[src/rtl/rob.sv]
// Reorder buffer: in-order allocate from rename, out-of-order completion, in-order commit.
// Optional ROB_TRACE_EN adds per-event trace prints and occupancy/writeback assertions.
package rob_pkg;

  typedef struct packed {
    logic rd_valid;
  } si_t;

  typedef struct packed {
    logic [31:0] pc;
    logic [7:0]  id;
    logic [4:0]  rd;
    logic [5:0]  prd;
    logic        fault;
    si_t         si;
  } di_t;

  typedef struct packed {
    logic        valid;
    logic        completed;
    logic [7:0]  id;
    logic [31:0] pc;
    logic [4:0]  rd;
    logic [5:0]  prd;
    logic        needprf2arf;
    logic        fault;
  } rob_entry_t;

endpackage

module rob
  import rob_pkg::*;
#(
  parameter int ROB_SIZE    = 16,
  parameter int ROB_ID_BITS = $clog2(ROB_SIZE)
) (
  input  logic                   clk,
  input  logic                   rstn,
  input  di_t                    di_i,
  input  logic                   di_i_valid,
  output logic                   di_i_ready,
  output logic [ROB_ID_BITS-1:0] rob_id_o,
  input  logic                   wb_valid_i,
  input  logic [ROB_ID_BITS-1:0] wb_rob_id_i,
  input  logic                   flush_i,
  output rob_entry_t             commit_entry_o,
  output logic [ROB_ID_BITS:0]   count_o
);

  localparam logic [ROB_ID_BITS:0] PTR_ONE = 1;

  logic [ROB_ID_BITS:0]   head_q;
  logic [ROB_ID_BITS:0]   tail_q;
  logic [ROB_ID_BITS-1:0] head_idx;
  logic [ROB_ID_BITS-1:0] tail_idx;
  rob_entry_t             ent_q [ROB_SIZE];

  logic full;
  logic fire;
  logic wb_ok;
  logic commit;

  assign head_idx = head_q[ROB_ID_BITS-1:0];
  assign tail_idx = tail_q[ROB_ID_BITS-1:0];

  assign full = (head_idx == tail_idx) &&
                (head_q[ROB_ID_BITS] != tail_q[ROB_ID_BITS]);

  assign di_i_ready = !full && !flush_i;
  assign fire       = di_i_valid && di_i_ready;
  assign rob_id_o   = tail_idx;
  assign count_o    = tail_q - head_q;

  assign wb_ok = wb_valid_i && ent_q[wb_rob_id_i].valid;

  // Gated by rstn and flush so rename never frees a register spuriously.
  assign commit = rstn && !flush_i &&
                  ent_q[head_idx].valid &&
                  ent_q[head_idx].completed;

  always_comb begin
    commit_entry_o           = ent_q[head_idx];
    commit_entry_o.completed = commit;
  end

  always_ff @(posedge clk) begin
    if (!rstn || flush_i) begin
      head_q <= '0;
      tail_q <= '0;
      for (int i = 0; i < ROB_SIZE; i++) begin
        ent_q[i].valid     <= 1'b0;
        ent_q[i].completed <= 1'b0;
      end
    end else begin
      if (fire) begin
        ent_q[tail_idx] <= '{
          valid:       1'b1,
          completed:   1'b0,
          id:          di_i.id,
          pc:          di_i.pc,
          rd:          di_i.rd,
          prd:         di_i.prd,
          needprf2arf: di_i.si.rd_valid,
          fault:       di_i.fault
        };
        tail_q <= tail_q + PTR_ONE;
      end
      if (wb_ok) begin
        ent_q[wb_rob_id_i].completed <= 1'b1;
      end
      if (commit) begin
        ent_q[head_idx].valid     <= 1'b0;
        ent_q[head_idx].completed <= 1'b0;
        head_q <= head_q + PTR_ONE;
      end
    end
  end

`ifdef ROB_TRACE_EN
  always @(posedge clk) begin
    if (rstn && !flush_i) begin
      if (fire)
        $display("rob alloc  pc=%h id=%0d idx=%0d rd=%0d prd=%0d fault=%b",
                 di_i.pc, di_i.id, tail_idx, di_i.rd, di_i.prd, di_i.fault);
      if (wb_valid_i) begin
        assert (ent_q[wb_rob_id_i].valid)
          else $error("rob: writeback to invalid entry %0d", wb_rob_id_i);
        if (wb_ok)
          $display("rob wb     pc=%h id=%0d idx=%0d rd=%0d prd=%0d fault=%b",
                   ent_q[wb_rob_id_i].pc, ent_q[wb_rob_id_i].id, wb_rob_id_i,
                   ent_q[wb_rob_id_i].rd, ent_q[wb_rob_id_i].prd,
                   ent_q[wb_rob_id_i].fault);
      end
      if (commit)
        $display("rob commit pc=%h id=%0d idx=%0d rd=%0d prd=%0d fault=%b",
                 commit_entry_o.pc, commit_entry_o.id, head_idx,
                 commit_entry_o.rd, commit_entry_o.prd, commit_entry_o.fault);
    end
    if (rstn)
      assert (int'(count_o) <= ROB_SIZE)
        else $error("rob: occupancy %0d exceeds size", count_o);
  end
`endif

endmodule

[config.mk]
export PLATFORM = sky130hd
export DESIGN_NAME = rob
export DESIGN_NICKNAME = d
export VERILOG_FILES = /design/src/rtl/rob.sv
export SDC_FILE = /design/constraint.sdc
export NUM_CORES = 1
export LEC_CHECK = 0
export ABC_CLOCK_PERIOD_IN_PS = 8700
export BUFFER_PORTS_ARGS = -buffer_cell sky130_fd_sc_hd__buf_2
export CORE_MARGIN = 4
export CORE_UTILIZATION = 50
export CTS_BUF_LIST = sky130_fd_sc_hd__clkbuf_2
export CTS_CLUSTER_DIAMETER = 40
export DETAILED_ROUTE_END_ITERATION = 10
export HOLD_SLACK_MARGIN = 0.08
export PLACE_DENSITY = 0.67
export SLEW_MARGIN = 10
export SYNTH_ARGS = -nofsm -noshare
export SYNTH_HDL_FRONTEND = slang
export SYNTH_SLANG_ARGS = --single-unit
[constraint.sdc]
create_clock -name clk -period 8.7 [get_ports clk]
set_input_delay 0.435 -clock clk [delete_from_list [all_inputs] [get_ports clk]]
set_output_delay 0.435 -clock clk [all_outputs]
set_load 0.1 [all_outputs]
==> run_results.csv, run 1 <==
group,metric,value,unit
route,viasPerCell,5.84,
route,vias,17066,
grt,grt_pass1_wl,114000,um
logic_synthesis,synth_common_cells,"edfxtp_1 (848), mux4_2 (277), dfxtp_1 (46)",
logic_synthesis,ys_async_sr_fraction,0,
timing,max-slew-margin-rel,0.240,
cts,path_clk_slew,0.09,ns
placement,pre_cts_ws,4.74,ns
floorplanning,ioPinCount,127,
critical_path,worstPathMaxFanout,71,
logic_synthesis,ys_seq_elements,894,
logic_synthesis,synth_area_per_cell,23.5,um2
timing,clock_skew,0.136,ns
logic_synthesis,yosysMostFrequentCell,"edfxtp_1",
status,status,"completed",
cts,insertion_delay,1.46,ns
worst_hold_path,min_path_type,"input port to flop",
critical_path,path_class,"flop to primary output",
layout,drive_above_1_share,0.384,
floorplanning,die_area,73000,um2
cts,numCtsBuffers,213,
cts,cts_resized,0,
critical_path,critPathArrivalTime,4.96,ns
placement,place.gp.congestion,0.824,
critical_path,rr_startpoint,"head_q[1]",
route,drtIter0Drc,1920,
layout,fill_cells,5005,
power_and_ir_drop,power_leakage,12.6,nW
grt,grt_max_degree,102,
logic_synthesis,ys_types,43,
logic_synthesis,syn-cell-area,34400,um2
grt,grt_use_total,0.212,
floorplanning,initial_core_util,0.508,
critical_path,cp-start-kind,"flop",
logic_synthesis,yosys.area.top_type,"edfxtp_1",
critical_path,crit_required,8.27,ns
floorplanning,core,67600,um2
timing,timing.final.crit_share,0.621,
logic_synthesis,synth_edf_count,848,
cts,post_cts_buffers,0,
placement,io_buffers,126,
route,drc_errors,0,
power_and_ir_drop,power,7.66,mW
power_and_ir_drop,irDropWorstVdd,97.9,uV
worst_hold_path,min_from,"wb_rob_id_i[2]",
logic_synthesis,synth_warnings,0,
cts,clock-sinks,894,
timing,rsz0062_at_grt,"false",
logic_synthesis,synth-seq-area-share,0.767,
logic_synthesis,netlist_instances,1464,
logic_synthesis,ys.flop_type,"edfxtp_1",
timing,layout_min_cycle_time,5.40,ns
logic_synthesis,synthTopCellsByArea,"edfxtp_1 (74%), mux4_2 (18%), dfxtp_1 (2.7%)",
job,cap_violations,0,
placement,dp_hpwl,38000,um
route,final_antenna_net_count,0,
power_and_ir_drop,power_density,195,nW/um2
layout,final_nets,1954,
grt,grt_pass1_vias,18157,
timing,hold_viol,0,
timing,final-setup-viol-count,0,
layout,synthToLayoutAreaGrowth,14.2,%
floorplanning,die_h,270,um
logic_synthesis,syn-num-nets,1539,
timing,fmax,0.185,GHz
grt,antenna_found_initial,6,
timing,fin_tns_setup,0,ns
route,first_pass_iters,5,
timing,tightest_slew,1.14,ns
logic_synthesis,yosys.area.top_type_share,0.741,
cts,cts_root_buffer,"clkbuf_2",
route,wire_per_inst,26.1,um
floorplanning,rows,95,
cts,postCtsHoldBufs,134,
critical_path,cp-end-kind,"primary output",
route,finalWirelength,76300,um
timing,layout_setup_ws,3.30,ns
timing,slew_violations,0,
grt,grt_overflow,0,
floorplanning,fp.dieW,270,um
cts,cts.path.max_buffers,3,
cts,cts-htree-levels,4,
cts,cts_tree,"built",
metrics by stage:
step	instances	hold slack, ns	area (um2)	utilization
final	2920	0.297	39300	0.581
after detailed placement	2403	0.457	35900	0.531
after global routing	2919	0.148	39300	0.580
after global placement	2403	0.446	35900	0.531
after CTS	2912	0.136	39200	0.580
after floorplan	1464	0.432	34400	-
power by group:
part           internal [mW]  switching, mW
clock network           1.13           1.60
registers               4.71        0.00267
logic                 0.0689          0.150
total                   5.91           1.75
routing by layer:
metal | GRT usage | share of wire
met1 | 0.296 | 0.42
met3 | 0.0505 | 0.067
met5 | 0 | 0.00035
met4 | 0.0598 | 0.016
met2 | 0.342 | 0.50
cells by family after synthesis:
family                     synth area share
DFF                                   0.767
and+or+nand+nor                      0.0135
buffers and inverters                0.0159
AOI/OAI and AO/OA                    0.0150
xor gates and xnor gates            0.00204
muxes                                 0.181
adders and majority gates           0.00495
critical path, cell delays in order, from the launching register on:
cell	delay, ns
dfxtp_4	0.38
buf_4	0.82
buf_4	0.92
mux4_2	0.42
mux4_2	0.54
buf_2	0.33
final cells by class:
class	count	area [um2]	area share
Timing Repair Buffer	285	2180	0.0556
Tap cell	873	1090	0.0278
Inverter	26	115	0.00293
Antenna cell	8	20.0	0.000510
Clock inverter	64	418	0.0106
Clock buffer	311	1560	0.0396
Sequential cell	894	26400	0.672
Multi-Input combinational cell	459	7470	0.190
path summary, 6_finish.rpt:
kind | end | slack, ns | cells past startpoint
setup / recovery | commit_entry_o[23] | 3.30 | 5
hold / removal | ent_q[15][53] | 0.30 | 6
setup reg to reg | ent_q[7][37] | 4.52 | 8
hold reg to reg | ent_q[11][54] | 0.47 | 2
state kept, by name, summed over array words and instances (netlist names), named ones only:
| name | flops |
|---|---|
| ent_q | 880 |
| head_q | 5 |
| tail_q | 5 |
cells in the final DEF, fill, tap and decap left out, types with 2 or more instances in the layout:
cell and instances:
a211oi_1 3, a21o_1 2, a21oi_1 10, a2bb2oi_1 2, a31oi_1 18, a32oi_1 28
and2_1 2, and2b_1 2, and3_1 3, and4_1 3, buf_12 2, buf_2 126
buf_4 23, bufinv_16 6, clkbuf_2 311, clkinv_1 47, clkinv_2 17, clkinvlp_4 3
dfxtp_1 42, dfxtp_4 4, diode_2 8, dlygate4sd3_1 134, edfxtp_1 848, ha_1 12
inv_1 10, inv_2 6, mux4_2 277, nand2_1 37, nand3_1 7, nand4_1 6
nor2_1 15, nor2b_1 5, nor2b_4 2, o21ai_1 2, o31ai_1 2, or4_1 2
xnor2_1 4, xor2_1 4
No activity file was read; power rests on OpenSTA's default activity.
==> inputs of run 2 (changes only) <==
--- a/config.mk
+++ b/config.mk
@@ -5,7 +5,7 @@
 export SDC_FILE = /design/constraint.sdc
 export NUM_CORES = 1
 export LEC_CHECK = 0
-export ABC_CLOCK_PERIOD_IN_PS = 8700
+export ABC_CLOCK_PERIOD_IN_PS = 4510
 export BUFFER_PORTS_ARGS = -buffer_cell sky130_fd_sc_hd__buf_2
 export CORE_MARGIN = 4
 export CORE_UTILIZATION = 50
@@ -13,7 +13,7 @@
 export CTS_CLUSTER_DIAMETER = 40
 export DETAILED_ROUTE_END_ITERATION = 10
 export HOLD_SLACK_MARGIN = 0.08
-export PLACE_DENSITY = 0.67
+export PLACE_DENSITY = 0.69
 export SLEW_MARGIN = 10
 export SYNTH_ARGS = -nofsm -noshare
 export SYNTH_HDL_FRONTEND = slang
==> constraint.sdc (replaced) <==
create_clock -name clk -period 4.51 [get_ports clk]
set_input_delay 0.2255 -clock clk [delete_from_list [all_inputs] [get_ports clk]]
set_output_delay 0.2255 -clock clk [all_outputs]
set_load 0.1 [all_outputs]
==> run 2 against run 1 <==
  * Count of clock-buffer cells in the layout shrank 7
  * Worst setup slack lost 2.9 ns
  * First-iteration DRC count shrank 6.9%
  * Via count grew 0.93%
  * Worst hold slack lost 0.012 ns
  * Non-clock buffer count grew 17
  * Sequential share of layout area shrank 0.54 points
  * Combinational power grew 98%
  * Critical path depth grew 1
  * Utilization grew 0.47 points
==> run_results.csv, run 2 (synthesis gave the netlist of run 1 again) <==
group,metric,value,unit
timing,fin_tns_setup,0,ns
layout,fin_util,0.585,
power_and_ir_drop,power_frac_seq,0.620,
layout,multi_input_area,7470,um2
route,viasPerCell,5.85,
placement,pre_cts_ws,1.11,ns
grt,grt_pass1_wl,115000,um
grt,grt_pass1_vias,18170,
critical_path,path_class,"flop to primary output",
timing,final-setup-viol-count,0,
layout,final_cell_area,39600,um2
critical_path,crit_required,4.28,ns
critical_path,cp-end-kind,"primary output",
critical_path,crit_chain,"mux4_2, nand3_1, and4_1, nor3_4, buf_4, clkbuf_4",
floorplanning,rows,95,
placement,detailed_place.area,36200,um2
timing,timing.final.crit_share,0.921,
floorplanning,die_h,270,um
floorplanning,fp.dieW,270,um
layout,reg_top3,"ent_q: 880 flops, head_q: 5 flops, tail_q: 5 flops",
critical_path,r2r_setup_slack,0.50,ns
grt,grt-busiest-layer,"met2",
layout,largest_reg_flops,880,
cts,clock-sinks,894,
timing,max-slew-margin-rel,0.428,
route,drc_errors,0,
floorplanning,ioPinCount,127,
timing,rsz0062_at_grt,"false",
cts,numCtsBuffers,214,
critical_path,worstPathMaxFanout,33,
floorplanning,core,67600,um2
cts,cts-htree-levels,4,
critical_path,max_stage_delay,0.70,ns
worst_hold_path,min_from,"wb_rob_id_i[1]",
cts,path_clk_slew,0.11,ns
power_and_ir_drop,power_leakage,12.7,nW
timing,hold_viol,0,
status,status,"completed",
route,final_antenna_net_count,0,
layout,drive_above_1_share,0.384,
cts,cts_root_buffer,"clkbuf_2",
critical_path,critPathArrivalTime,3.93,ns
power_and_ir_drop,combPwrFrac,0.029,
placement,dp_cells,2417,
route,drtIter0Drc,1788,
layout,final_cell_mix,"edfxtp_1 (848), clkbuf_2 (304), mux4_2 (277)",
floorplanning,die_area,73000,um2
route,vias,17224,
layout,ff_latch_area,26400,um2
critical_path,cp_slowest_cell,"dfxtp_4",
grt,grt_max_degree,70,
worst_hold_path,min_to,"ent_q[10][53]",
placement,io_buffers,126,
critical_path,worstReg2RegEnd,"ent_q[15][54]",
route,wire_per_inst,25.6,um
power_and_ir_drop,power_density,371,nW/um2
critical_path,worstRegToRegCells,10,
worst_hold_path,min_path_type,"input port to flop",
timing,slew_violations,0,
grt,grtUsageMet2,0.326,
power_and_ir_drop,netSwitchingPower,3.44,mW
power_and_ir_drop,sw_frac_of_total,0.234,
timing,clock_skew,0.111,ns
power_and_ir_drop,intPower,11.2,mW
timing,layout_min_cycle_time,4.15,ns
critical_path,cp-start-kind,"flop",
floorplanning,initial_core_util,0.508,
layout,layout_commonest_cell,"edfxtp_1",
grt,met1_usage,0.297,
timing,tightest_slew,0.858,ns
power_and_ir_drop,irDropWorstVdd,225,uV
timing,fmax,0.241,GHz
layout,fill_cells,4954,
placement,place.gp.congestion,0.815,
route,finalWirelength,75400,um
layout,synthToLayoutAreaGrowth,15.1,%
layout,final_nets,1972,
placement,dp_hpwl,40400,um
power_and_ir_drop,p_clk_frac,0.351,
layout,layout.cells.non_filler,2944,
power_and_ir_drop,power,14.7,mW
job,cap_violations,0,
cts,insertion_delay,1.39,ns
timing,layout_setup_ws,0.358,ns
cts,cts_tree,"built",
grt,met3_usage,0.0593,
route,first_pass_iters,6,
cts,cts.path.max_buffers,3,
layout,largest_register,"ent_q",
worst_hold_path,hold_path_depth,6,
grt,grt_use_total,0.210,
timing,whs,0.285,ns
grt,grt_overflow,0,
grt,antenna_found_initial,7,
critical_path,rr_startpoint,"tail_q[0]",
[run 2: cell count changes in the layout (fill, tap and decap cells not counted), moves of 2 or more]
| cell | before | now |
|---|---|---|
| buf_6 | 0 | 3 |
| clkbuf_2 | 311 | 304 |
| clkinvlp_4 | 3 | 5 |
| inv_2 | 6 | 3 |
| buf_12 | 2 | 16 |
| clkinv_1 | 47 | 63 |
| bufinv_16 | 6 | 3 |
| clkinv_2 | 17 | 20 |
| inv_6 | 0 | 3 |
| buf_4 | 23 | 21 |
| diode_2 | 8 | 3 |
[run 2: power by group through the flow]
| stage | clock network, mW | logic, mW | registers [mW] |
|---|---|---|---|
| 2_1_floorplan | 0 | 0.172 | 9.28 |
| 3_3_place_gp | 0 | 0.331 | 9.27 |
| 3_5_place_dp | 0 | 0.342 | 9.27 |
| 4_1_cts | 5.32 | 0.432 | 9.09 |
| 5_1_grt | 5.82 | 0.458 | 9.09 |
| 6_report | 5.15 | 0.431 | 9.09 |
[run 2: cell type report]
| class | instances | area share |
|---|---|---|
| antenna | 3 | 0.000190 |
| clock buffer | 304 | 0.0384 |
| clock inverter | 83 | 0.0112 |
| inverter | 26 | 0.00291 |
| multi-input combinational | 459 | 0.189 |
| sequential | 894 | 0.667 |
| tap | 873 | 0.0276 |
| timing repair buffer | 302 | 0.0638 |
[run 2: layer usage]
layer  wire, um  up-vias  share of wire
met1      31000     8990           0.41
met2      37100      783           0.49
met4       1280        8          0.017
li1           -     7323              -
met3       6010      120          0.080
met5         59        -        0.00078
[run 2: worst max path at each step]
stage                         endpoint  startpoint  cells past startpoint
floorplan                 ent_q[13][0]   tail_q[0]                      6
global route        commit_entry_o[53]        flop                      6
global placement         ent_q[15][40]   tail_q[0]                      7
detailed placement       ent_q[15][33]   tail_q[0]                      7
finish              commit_entry_o[53]        flop                      6
CTS                  commit_entry_o[3]        flop                      4
[run 2: critical path: cells and delay by family, from the launching register on]
kind          cells  cell delay (ns)
flops             1             0.70
simple gates      3             0.62
buf+inv           2             0.60
mux               1             0.58
[run 2: timing repair]
action,CTS,global route
gates resized for setup,3,1
endpoints found under the hold margin,1368,0
setup endpoints to repair,11,37
buffers inserted,0,2
hold buffers,135,0
